### config.mk
export PLATFORM = sky130hd
export DESIGN_NAME = mul_operand_loader
export DESIGN_NICKNAME = d
export VERILOG_FILES = /design/src/rtl/mul_operand_loader.sv
export SDC_FILE = /design/constraint.sdc
export NUM_CORES = 1
export LEC_CHECK = 0
export CAP_MARGIN = 20
export CORE_MARGIN = 8
export CORE_UTILIZATION = 49
export CTS_CLUSTER_SIZE = 8
export DETAILED_ROUTE_END_ITERATION = 16
export PLACE_DENSITY = 0.78
export SYNTH_ARGS = -nofsm -noshare
export SYNTH_HDL_FRONTEND = slang
export SYNTH_SLANG_ARGS = --single-unit
### constraint.sdc
create_clock -name clk -period 2.1 [get_ports clk]
set_input_delay 0.63 -clock clk [delete_from_list [all_inputs] [get_ports clk]]
set_output_delay 0.63 -clock clk [all_outputs]
set_load 0.02 [all_outputs]
### src/rtl/mul_operand_loader.sv
// Operand feeder / result collector for the 4-bit successive-addition multiplier.
// Optional RUN-state watchdog enabled by defining MUL_TIMEOUT_EN.
module mul_operand_loader #(
  parameter int W       = 4,
  parameter int DEPTH   = 2,
  parameter int TMO_CYC = 20
) (
  input  logic         clk,
  input  logic         clrp,
  input  logic         in_valid,
  output logic         in_ready,
  input  logic [W-1:0] in_a,
  input  logic [W-1:0] in_b,
  output logic [W-1:0] bus,
  output logic         start,
  input  logic         lda,
  input  logic         ldb,
  input  logic         done,
  input  logic [W-1:0] prod_in,
  output logic         mul_rst,
  output logic         res_valid,
  input  logic         res_ready,
  output logic [W-1:0] res_prod,
  output logic         res_err
);
  localparam int AW = (DEPTH > 1) ? $clog2(DEPTH) : 1;
  localparam int CW = $clog2(DEPTH + 1);

  if (DEPTH < 2 || (DEPTH & (DEPTH - 1)) != 0 || TMO_CYC < 1) begin : g_bad_cfg
    $error("mul_operand_loader: DEPTH must be a power of two >= 2, TMO_CYC >= 1");
  end

  typedef enum logic [2:0] {
    S_IDLE, S_START, S_LOAD, S_RUN, S_BYPASS, S_RESULT, S_RECOVER
  } state_t;

  state_t        state;
  logic          byp;
  logic [W-1:0]  fa [DEPTH];
  logic [W-1:0]  fb [DEPTH];
  logic [AW-1:0] wp, rp;
  logic [CW-1:0] cnt;
  logic          push, pop;
  logic [W-1:0]  head_a, head_b;

  assign in_ready = (cnt != CW'(DEPTH));
  assign push     = in_valid & in_ready;
  assign pop      = (state == S_RECOVER) | (state == S_BYPASS);
  assign head_a   = fa[rp];
  assign head_b   = fb[rp];

  // Head entry stays in place for the whole multiplication; it is only
  // released once the controller has been sent back to idle.
  assign bus = lda ? head_a : (ldb ? head_b : '0);

  always_ff @(posedge clk) begin
    if (push) begin
      fa[wp] <= in_a;
      fb[wp] <= in_b;
    end
  end

  always_ff @(posedge clk or posedge clrp) begin
    if (clrp) begin
      wp  <= '0;
      rp  <= '0;
      cnt <= '0;
    end else begin
      if (push) wp <= wp + AW'(1);
      if (pop)  rp <= rp + AW'(1);
      cnt <= cnt + CW'(push) - CW'(pop);
    end
  end

`ifdef MUL_TIMEOUT_EN
  localparam int TW = $clog2(TMO_CYC + 1);
  logic [TW-1:0] tcnt;
  logic          err_q;
  assign res_err = err_q;
`else
  assign res_err = 1'b0;
`endif

  always_ff @(posedge clk or posedge clrp) begin
    if (clrp) begin
      state     <= S_IDLE;
      start     <= 1'b0;
      mul_rst   <= 1'b0;
      res_valid <= 1'b0;
      res_prod  <= '0;
      byp       <= 1'b0;
`ifdef MUL_TIMEOUT_EN
      tcnt      <= '0;
      err_q     <= 1'b0;
`endif
    end else begin
      start   <= 1'b0;
      mul_rst <= 1'b0;
      case (state)
        S_IDLE:
          if (cnt != '0) begin
            if (head_b == '0) begin
              state <= S_BYPASS;
            end else begin
              state <= S_START;
              start <= 1'b1;
            end
          end
        S_START: state <= S_LOAD;
        S_LOAD:
          if (ldb) begin
            state <= S_RUN;
`ifdef MUL_TIMEOUT_EN
            tcnt  <= '0;
`endif
          end
        S_RUN:
          if (done) begin
            res_prod  <= prod_in;
            res_valid <= 1'b1;
            byp       <= 1'b0;
            state     <= S_RESULT;
`ifdef MUL_TIMEOUT_EN
            err_q     <= 1'b0;
          end else if (tcnt == TW'(TMO_CYC - 1)) begin
            res_prod  <= '0;
            res_valid <= 1'b1;
            byp       <= 1'b0;
            err_q     <= 1'b1;
            state     <= S_RESULT;
          end else begin
            tcnt      <= tcnt + TW'(1);
`endif
          end
        S_BYPASS: begin
          res_prod  <= '0;
          res_valid <= 1'b1;
          byp       <= 1'b1;
          state     <= S_RESULT;
`ifdef MUL_TIMEOUT_EN
          err_q     <= 1'b0;
`endif
        end
        S_RESULT:
          if (res_ready) begin
            res_valid <= 1'b0;
            if (byp) begin
              state <= S_IDLE;
            end else begin
              mul_rst <= 1'b1;
              state   <= S_RECOVER;
            end
          end
        S_RECOVER: state <= S_IDLE;
        default:   state <= S_IDLE;
      endcase
    end
  end
endmodule

== Word level (Yosys, flattened, before mapping) ==
Memory sizes are Yosys's and may differ from the RTL's.
Index checks and enable logic that the tools add are counted.
Cells by class
  $lt $le $gt $ge: 0
  shift-type cells: 0
  multiply operators: 0
  equal/unequal tests: 11
  bitwise operators: 2
  add/sub/neg operators: 4
  reduce and logical (&&, ||, !) cells: 8
  mux-type cells: 24
  divide/modulo/power cells: 0
Operators by type and width (number)
  2-to-1 mux 3 bit: 6
  case mux 3 bit (6 select lines): 1
  2-to-1 mux 4 bit: 3
  2-to-1 mux 1 bit: 11
  != test 2 bit (second input constant): 5
  == test 3 bit (second input constant): 3
  case mux 4 bit (2 select lines): 1
  == test 3 x 2 -> 1 bit (second input constant): 2
  zero test 4 bit: 1
  AND reduction 4 bit: 1
  nonzero test 2 bit: 2
  == test 3 x 1 -> 1 bit (second input constant): 1
  zero test 3 bit: 1
  case mux 1 bit (3 select lines): 1
  AND reduction 3 bit: 1
  nonzero test 3 bit: 1
  adder 1 bit (second input constant): 2
  adder 2 x 1 -> 2 bit: 1
  case mux 1 bit (2 select lines): 1
  AND reduction 2 bit: 1
  subtractor 2 x 1 -> 2 bit: 1
  AND 1 bit: 1
  OR 1 bit: 1
Word-level totals
  output and inout bits: 13
  memories: 2
  ROM bits: 0
  latch bits: 0
  bits in registers: 15
  bits in writable memories: 16
Memories
  fa: depth 2, bits a word 4, read ports 1, clocked after memory_dff 0, write ports 1, line 39  | logic [W-1:0] fa [DEPTH];
  fb: depth 2, bits a word 4, read ports 1, clocked after memory_dff 0, write ports 1, line 40  | logic [W-1:0] fb [DEPTH];

== Logic depth before layout (Yosys ltp) ==
Gate-level depths: netlist of the first run.
An unclocked memory read counts as a cell.
  depth after elaboration: 5
  mapped depth: 6
  depth with buffers taken out: 5

== Worst setup path after synthesis of the first run ==
OpenSTA, ideal clock, no wires.
  path kind: input to output
  start point: input port lda
  end point: output port bus[0]
  stages: 2
  setup slack: 186 ps
  arrival time: 1284 ps
  path through: nand2b_1 o21ai_0
Between the ends
  longest elaborated chain between the ends: 1
RTL lines
  start, declared: line 16  | input logic lda,
  2-to-1 mux 4 bit: line 54  | assign bus = lda ? head_a : (ldb ? head_b : '0);
  end, declared: line 14  | output logic [W-1:0] bus,
Every way passes these cells.

== Final worst setup path of the first run ==
  start point: register rp
  end point: output port bus[0]
Between the ends
  longest elaborated chain between the ends: 3
RTL lines
  start, declared: line 41  | logic [AW-1:0] wp, rp;
  start signal, assigned: line 70  | if (pop) rp <= rp + AW'(1);
  memory (2 x 4 bit)
  2-to-1 mux 4 bit: line 54
  2-to-1 mux 4 bit *: line 54
Every way passes the cells marked *; elsewhere a longest branch is shown, timed or not.

==> parameters.txt, run 1 <==
Parameter                              Value

Run status
  Status    completed

Worst setup path
  CP max FO    5
  Startpoint class of the critical path    flop
  Worst endpoint required time    around 1.5 ns
  Arrival time reported for the critical path endpoint    ~1.4 ns
  Setup crit start    rp
  R2r startpoint    rp
  Setup Crit Path Kind    flop to output port
  Setup crit end kind    output port

Synthesis
  Unique cell type count in the Yosys netlist    34
  Register area share after synthesis    about 61%
  Gate count of the mapped netlist    between 100 and 150
  Synthesized area per cell    11.8 um^2
  Number of warnings reported in the yosys synthesis log    0
  Yosys reg bits    31
  Number of nets produced by synthesis    approximately 140
  Total standard cell area after synthesis    ~0.0014 mm^2

STA
  Unrepaired setup endpoints after global routing    yes
  Worst max-slew margin expressed relative to the limit    between 60% and 70%
  Fmax    484 MHz
  Post-Route Hold Slack    approximately 0.5 ns
  Setup violators final    0
  Setup_tns    0 ns
  Max-slew violation count    0
  Worst Clk Skew    roughly 0.0046 ns
  Final Critical Period    slightly above 2 ns
  Part of the cycle the worst path needs    a little over nine tenths
  Slew at the pin with the worst max-slew slack    roughly 0.57 ns
  Worst setup slack after layout    ~0.034 ns
  Final hold violations    0

Final layout
  Layout fillers    about 230
  Antenna fix cells    0
  Area of the multi-input gates    a little over 500 um^2
  Signed area change from the synthesized netlist to the final layout    28.3%
  Final core occ    roughly two thirds
  Fraction of layout cells with a size suffix above 1    between 10% and 20%
  Net total in the final layout    between 150 and 200
  Area used by sequential logic in the layout    857 um^2

Floorplanning
  I/O pin cnt    32
  Die Outline Area    between 0.004 and 0.005 mm^2
  Chip Width    around 70 um
  Vertical extent of the die    roughly 70 um
  Starting density of the core    between 50% and 60%
  Number of cell rows    19
  Placeable core region    approximately 0.0027 mm^2

CTS
  Number of buffers added by the clock tree synthesis step    5
  Max clock buf depth    2
  Number of clock sinks    31
  Worst skew pair latency    ~0.32 ns
  Count of hold buffers inserted by post-cts repair    0
  Clock Pin Slew Worst Setup and Hold Paths    0.09 ns
  Clock tree from TritonCTS    yes
  Root Driver    sky130_fd_sc_hd__clkbuf_4
  Number of H-tree branching levels    2

Drt
  Wirelength, routed    2.86 mm
  Via density    5.40
  Antenna viol nets, final    0
  Initial drt markers    roughly 130
  Vias    approximately 1000
  Detailed-route DRC error count    0
  First drt pass iteration count    4
  Routed len/inst    about 15 um

Power and ir drop
  Worst IR drop on VDD    0.941 mV
  Leak    roughly 0.73 nW
  Power density normalized to cell area    between 1000 and 1500 mW/mm^2

Min path
  Class of the tightest hold or removal check    flop to flop
  Source of the worst hold timing path    wp

Global route
  Number of global-route vias before repair    ~1100
  Total Routing Usage GR    approximately an eighth
  Largest net degree at the start of global routing    16
  Overflow left after global routing    0
  Global-route wire length before repair    around 5 mm
  Initial antenna violation count    0

Placed design
  Count of input and output buffers    30
  Total half-perimeter wirelength after legalization and detailed placement    ~2.1 mm
  Placer Congestion    around 0.79
  Setup slack after placement    -0.612 ns

Flow run
  Max Cap Violations    0
## where the power goes
group | internal [mW] | total [mW] | switching, mW | leakage, nW
registers | 0.853 | 1.06 | 0.211 | 0.334
logic | 0.508 | 0.996 | 0.489 | 0.369
clock network | 0.124 | 0.311 | 0.187 | 0.0273
## registers in the layout (all words and copies together), names as in the netlist
name,flops
res_prod,4
res_valid,1
fb,8
wp,1
cnt,2
state,3
start,1
fa,8
byp,1
mul_rst,1
rp,1
## worst max-delay path, cell delays in order, from the launching register on
cell                      delay (ns)
sky130_fd_sc_hd__dfrtp_2        0.46
sky130_fd_sc_hd__mux2_2         0.37
sky130_fd_sc_hd__nand2_1        0.06
sky130_fd_sc_hd__o21ai_1        0.06
sky130_fd_sc_hd__buf_4          0.16
## cells in the mapped netlist, drive strengths merged
| master | n | share of area, % |
|---|---|---|
| a21oi | 7 | 2.5 |
| a22oi | 1 | 0.53 |
| a311o | 1 | 0.71 |
| a31oi | 2 | 2.0 |
| and2b | 1 | 0.53 |
| and3 | 2 | 0.89 |
| buf | 6 | 2.7 |
| conb | 1 | 0.27 |
| dfrtp | 15 | 27 |
| edfxtp | 16 | 34 |
| ha | 1 | 0.89 |
| inv | 4 | 1.1 |
| mux2 | 4 | 3.2 |
| mux2i | 4 | 2.8 |
| nand2 | 9 | 2.4 |
| nand2b | 4 | 1.8 |
| nand4 | 1 | 0.44 |
| nor2 | 12 | 3.2 |
| nor2b | 1 | 0.44 |
| nor3 | 4 | 1.4 |
| nor4 | 1 | 0.44 |
| nor4b | 1 | 0.62 |
| o21a | 1 | 0.53 |
| o21ai | 7 | 2.5 |
| o221ai | 1 | 0.62 |
| o22ai | 4 | 1.8 |
| o31a | 1 | 0.62 |
| o32ai | 1 | 0.62 |
| or3 | 1 | 0.44 |
| or4 | 1 | 0.80 |
| xnor2 | 3 | 1.9 |
| xor2 | 1 | 0.62 |
## path summary, 6_finish.rpt
path / cells after the start / endpoint / slack, ns
max: 4 / bus[0] / 0.03
min: 1 / wp / 0.50
max reg2reg: 5 / state[2] / 0.54
min reg2reg: 1 / wp / 0.50
max in group asynchronous: 2 / rp / 1.05
min in group asynchronous: 2 / res_prod[3] / 0.65
## stage by stage
stage,std cells,instance area (um^2),power (mW)
after floorplan,119,1410,1.71
after global placement,179,1760,2.05
after detailed placement,179,1760,2.08
after CTS,187,1800,2.38
after global routing,187,1810,2.55
final,187,1810,2.37
## area by class of cell
cell class,instances,share of cell area (%)
tap,31,2.15
sequential,31,47.5
clock inverter,2,0.416
clock buffer,6,2.29
inverter,4,0.832
multi-input combinational,78,28.5
timing repair buffer,35,18.4
## cells by family after synthesis
family,after synthesis,share of synthesized area (%)
xor gates and xnor gates,4,2.49
AOI/OAI and AO/OA,26,12.4
DFF,31,60.8
adders and majority gates,1,0.889
and+or+nand+nor,38,13.4
muxes,8,6.04
buffers and inverters,10,3.73
other,1,0.266
## timing repair
item | in CTS | in global routing
gates resized for setup | 31 | 2
setup buffers | 0 | 0
setup endpoints to repair | 5 | 2
## per-layer routing
| metal | global-route usage [%] | vias up | routed length, um |
|---|---|---|---|
| li1 | - | 506 | - |
| met1 | 15.0 | 468 | 1280 |
| met2 | 20.0 | 31 | 1340 |
| met3 | 6.58 | 5 | 200 |
| met4 | 4.10 | 0 | 41 |
| met5 | 0 | - | 0 |
## cell usage in the layout, fill, tap and decap left out, types with 2 or more instances in the layout
master,netlist,layout
sky130_fd_sc_hd__buf_2,3,2
sky130_fd_sc_hd__clkdlybuf4s50_1,0,23
sky130_fd_sc_hd__a21oi_1,7,7
sky130_fd_sc_hd__and3_1,2,2
sky130_fd_sc_hd__mux2i_1,4,4
sky130_fd_sc_hd__dfrtp_1,15,14
sky130_fd_sc_hd__clkbuf_4,0,5
sky130_fd_sc_hd__buf_4,3,6
sky130_fd_sc_hd__edfxtp_1,16,16
sky130_fd_sc_hd__xnor2_1,3,3
sky130_fd_sc_hd__o21ai_1,0,4
sky130_fd_sc_hd__nand2_1,9,9
sky130_fd_sc_hd__dlygate4sd2_1,0,3
sky130_fd_sc_hd__nand2b_1,4,3
sky130_fd_sc_hd__nor3_1,4,4
sky130_fd_sc_hd__mux2_4,0,2
sky130_fd_sc_hd__nor2_1,12,12
sky130_fd_sc_hd__o21ai_0,7,3
sky130_fd_sc_hd__clkinv_1,0,2
sky130_fd_sc_hd__o22ai_1,4,4
sky130_fd_sc_hd__mux2_2,4,2
sky130_fd_sc_hd__inv_1,4,4
Power figures use the tool's default switching activity.
==> run 2, diff against run 1 <==
==> constraint.sdc (replaced) <==
create_clock -name clk -period 2.1 [get_ports clk]
set_input_delay 0.315 -clock clk [delete_from_list [all_inputs] [get_ports clk]]
set_output_delay 0.315 -clock clk [all_outputs]
set_load 0.02 [all_outputs]
==> run 2 against run 1 <==
First-iteration DRC count shrank 43%. Sequential power about the same. Fmax rose by 3.8%. Clock power grew 2%. Clock-buffer cell count unchanged. Routed wire length increased by 1.1%. Flip-flop and latch count unchanged. Non-clock buffer count fell by 2. Combinational power down 5.4%. Hold slack worse by 0.16 ns. Largest cell class unchanged.
==> parameters.txt, run 2 (synthesis results as in run 1) <==
Parameter                              Value

Power and ir drop
  Power density normalized to cell area    1310 mW/mm^2 (about the same)
  Fraction of power consumed by sequential logic    46.0% (+1.1 points)
  Worst IR drop on VDD    1.07 mV (+14%)
  Logic gate share of total power    40.4% (-1.6 points)
  Internal    1.44 mW (-2.7%)
  Portion of total power attributed to the clock network    13.6% (+0.5 points)
  Net switching power figure    0.890 mW (+0.39%)
  Leak    0.708 nW (-3.1%)
  Net Sw Frac    38.1% (+0.74 points)

STA
  Unrepaired setup endpoints after global routing    no
  Worst max-slew margin expressed relative to the limit    60.9% (-1.3 points)
  Worst setup slack after layout    0.109 ns (+0.0755 ns)
  Slew at the pin with the worst max-slew slack    0.585 ns (+0.0195 ns)
  Setup violators final    0 (unchanged)
  Worst Clk Skew    0.0105 ns (+0.00596 ns)
  Part of the cycle the worst path needs    94.8% (-3.6 points)
  Fmax    502 MHz (+3.8%)
  Max-slew violation count    0 (unchanged)
  Final Critical Period    1.99 ns (-0.0755 ns)
  Final hold violations    0 (unchanged)
  Setup_tns    0 ns (unchanged)

Drt
  First drt pass iteration count    4 (unchanged)
  Vias    1025 (+1.5%)
  Wirelength, routed    2.89 mm (+1.1%)
  Via density    5.54 (+2.6%)
  Detailed-route DRC error count    0 (unchanged)
  Routed len/inst    15.6 um (+2.2%)
  Antenna viol nets, final    0 (unchanged)
  Initial drt markers    71 (-43%)

Placed design
  Total instance count after detailed placement    177 (-1.1%)
  Setup slack after placement    0.0304 ns (+0.642 ns)
  Placer Congestion    0.803 (+1.9%)
  Total half-perimeter wirelength after legalization and detailed placement    2.14 mm (+0.82%)
  Area of placed instances    0.00173 mm^2 (-1.6%)
  Count of input and output buffers    30 (unchanged)

Worst setup path
  R2r startpoint    state[1]
  Setup Crit Path Kind    flop to output port
  CP max FO    9 (+4)
  Register-to-register path setup slack    0.47 ns (-0.07 ns)
  Arrival time reported for the critical path endpoint    1.68 ns (+0.24 ns)
  End of the worst register-to-register path    state[2]
  Length in cells of the worst reg-to-reg path    4 (-1)
  Worst endpoint required time    1.78 ns (+0.31 ns)
  Startpoint class of the critical path    flop
  Setup crit end kind    output port

Global route
  Largest net degree at the start of global routing    16 (unchanged)
  Initial antenna violation count    0 (unchanged)
  Total Routing Usage GR    12.6% (-0.29 points)
  Number of global-route vias before repair    1101 (+4.4%)
  Global-route wire length before repair    4.95 mm (-2.7%)
  Overflow left after global routing    0 (unchanged)

Floorplanning
  Placeable core region    0.00273 mm^2 (unchanged)
  Number of cell rows    19 (unchanged)
  Chip Width    69.6 um (unchanged)
  Vertical extent of the die    69.6 um (unchanged)
  Starting density of the core    51.5% (unchanged)
  Die Outline Area    0.00484 mm^2 (unchanged)
  I/O pin cnt    32 (unchanged)

CTS
  Clock tree from TritonCTS    yes
  Max clock buf depth    2 (unchanged)
  Number of buffers added by the clock tree synthesis step    5 (unchanged)
  Number of H-tree branching levels    2 (unchanged)
  Number of clock sinks    31 (unchanged)
  Clock Pin Slew Worst Setup and Hold Paths    0.09 ns (about the same)
  Worst skew pair latency    0.33 ns (about the same)
  Setup bufs post-CTS    0 (unchanged)
  Root Driver    sky130_fd_sc_hd__clkbuf_4

Final layout
  Most frequent standard cell in the layout excluding fill and tap cells    sky130_fd_sc_hd__clkdlybuf4s50_1
  Net total in the final layout    173 (-1.1%)
  Signed area change from the synthesized netlist to the final layout    26.3%
  Final standard cell count with taps included and fillers excluded    185 (-1.1%)
  Fraction of layout cells with a size suffix above 1    10.4% (-3.7 points)
  Final standard cell area without fillers    0.00178 mm^2 (-1.5%)
  Final core occ    65.0% (-1.0 points)
  Leading cell types in the layout, fill and taps excluded    26 x sky130_fd_sc_hd__clkdlybuf4s50_1, 16 x sky130_fd_sc_hd__edfxtp_1, 14 x sky130_fd_sc_hd__dfrtp_1
  Largest registers in the final layout    fa x8, fb x8, res_prod x4
  Antenna fix cells    0 (unchanged)

Run status
  Status    completed

Flow run
  Max Cap Violations    0 (unchanged)

Min path
  Class of the tightest hold or removal check    input port to async pin
[run 2: power by group through the flow]
stage	Sequential, mW	Combinational (mW)	Clock (mW)
after global routing	1.10	1.03	0.354
after floorplan	1.01	0.701	0
final	1.07	0.942	0.318
after CTS	1.07	0.954	0.332
after detailed placement	1.08	0.968	0
after global placement	1.07	0.940	0
[run 2: critical path, cell delays in order (launching register included)]
cell,delay [ns]
sky130_fd_sc_hd__dfrtp_2,0.50
sky130_fd_sc_hd__mux2_2,0.38
sky130_fd_sc_hd__nand2_1,0.07
sky130_fd_sc_hd__o21ai_0,0.08
sky130_fd_sc_hd__dlygate4sd2_1,0.33
[run 2: repair_timing]
item | CTS | global route
hold buffers | 0 | 0
gates resized for setup | 5 | 0
setup endpoints to repair | 4 | 0
[run 2: area by class of cell]
| type | count | area [um^2] |
|---|---|---|
| tap | 31 | 38.8 |
| sequential | 31 | 857 |
| fill | 231 | 956 |
| clock inverter | 2 | 8.76 |
| multi-input combinational | 78 | 499 |
| timing repair buffer | 33 | 318 |
| inverter | 4 | 15.0 |
| clock buffer | 6 | 41.3 |
[run 2: per-layer routing]
metal	part of all wire [%]	GRT usage (%)	wire (um)	vias up
met1	45	13.0	1300	480
met3	6.7	6.29	194	7
met4	1.8	6.61	53	0
met5	0	0	0	-
met2	46	20.4	1340	35
li1	-	-	-	503
[run 2: metrics by stage]
step                power [mW]  hold WS, ns
finish                    2.33        0.343
global route              2.49        0.407
CTS                       2.36        0.352
detailed placement        2.05        0.483
global placement          2.01        0.477
floorplan                 1.71        0.216
[run 2: worst max-delay path by stage]
stage          start  endpoint  cells after the start
6_report          rp    bus[0]                      4
5_1_grt           rp    bus[0]                      4
4_1_cts           rp    bus[0]                      4
3_5_place_dp     lda    bus[1]                      4
3_3_place_gp     lda    bus[1]                      4
2_1_floorplan     rp    bus[1]                      4
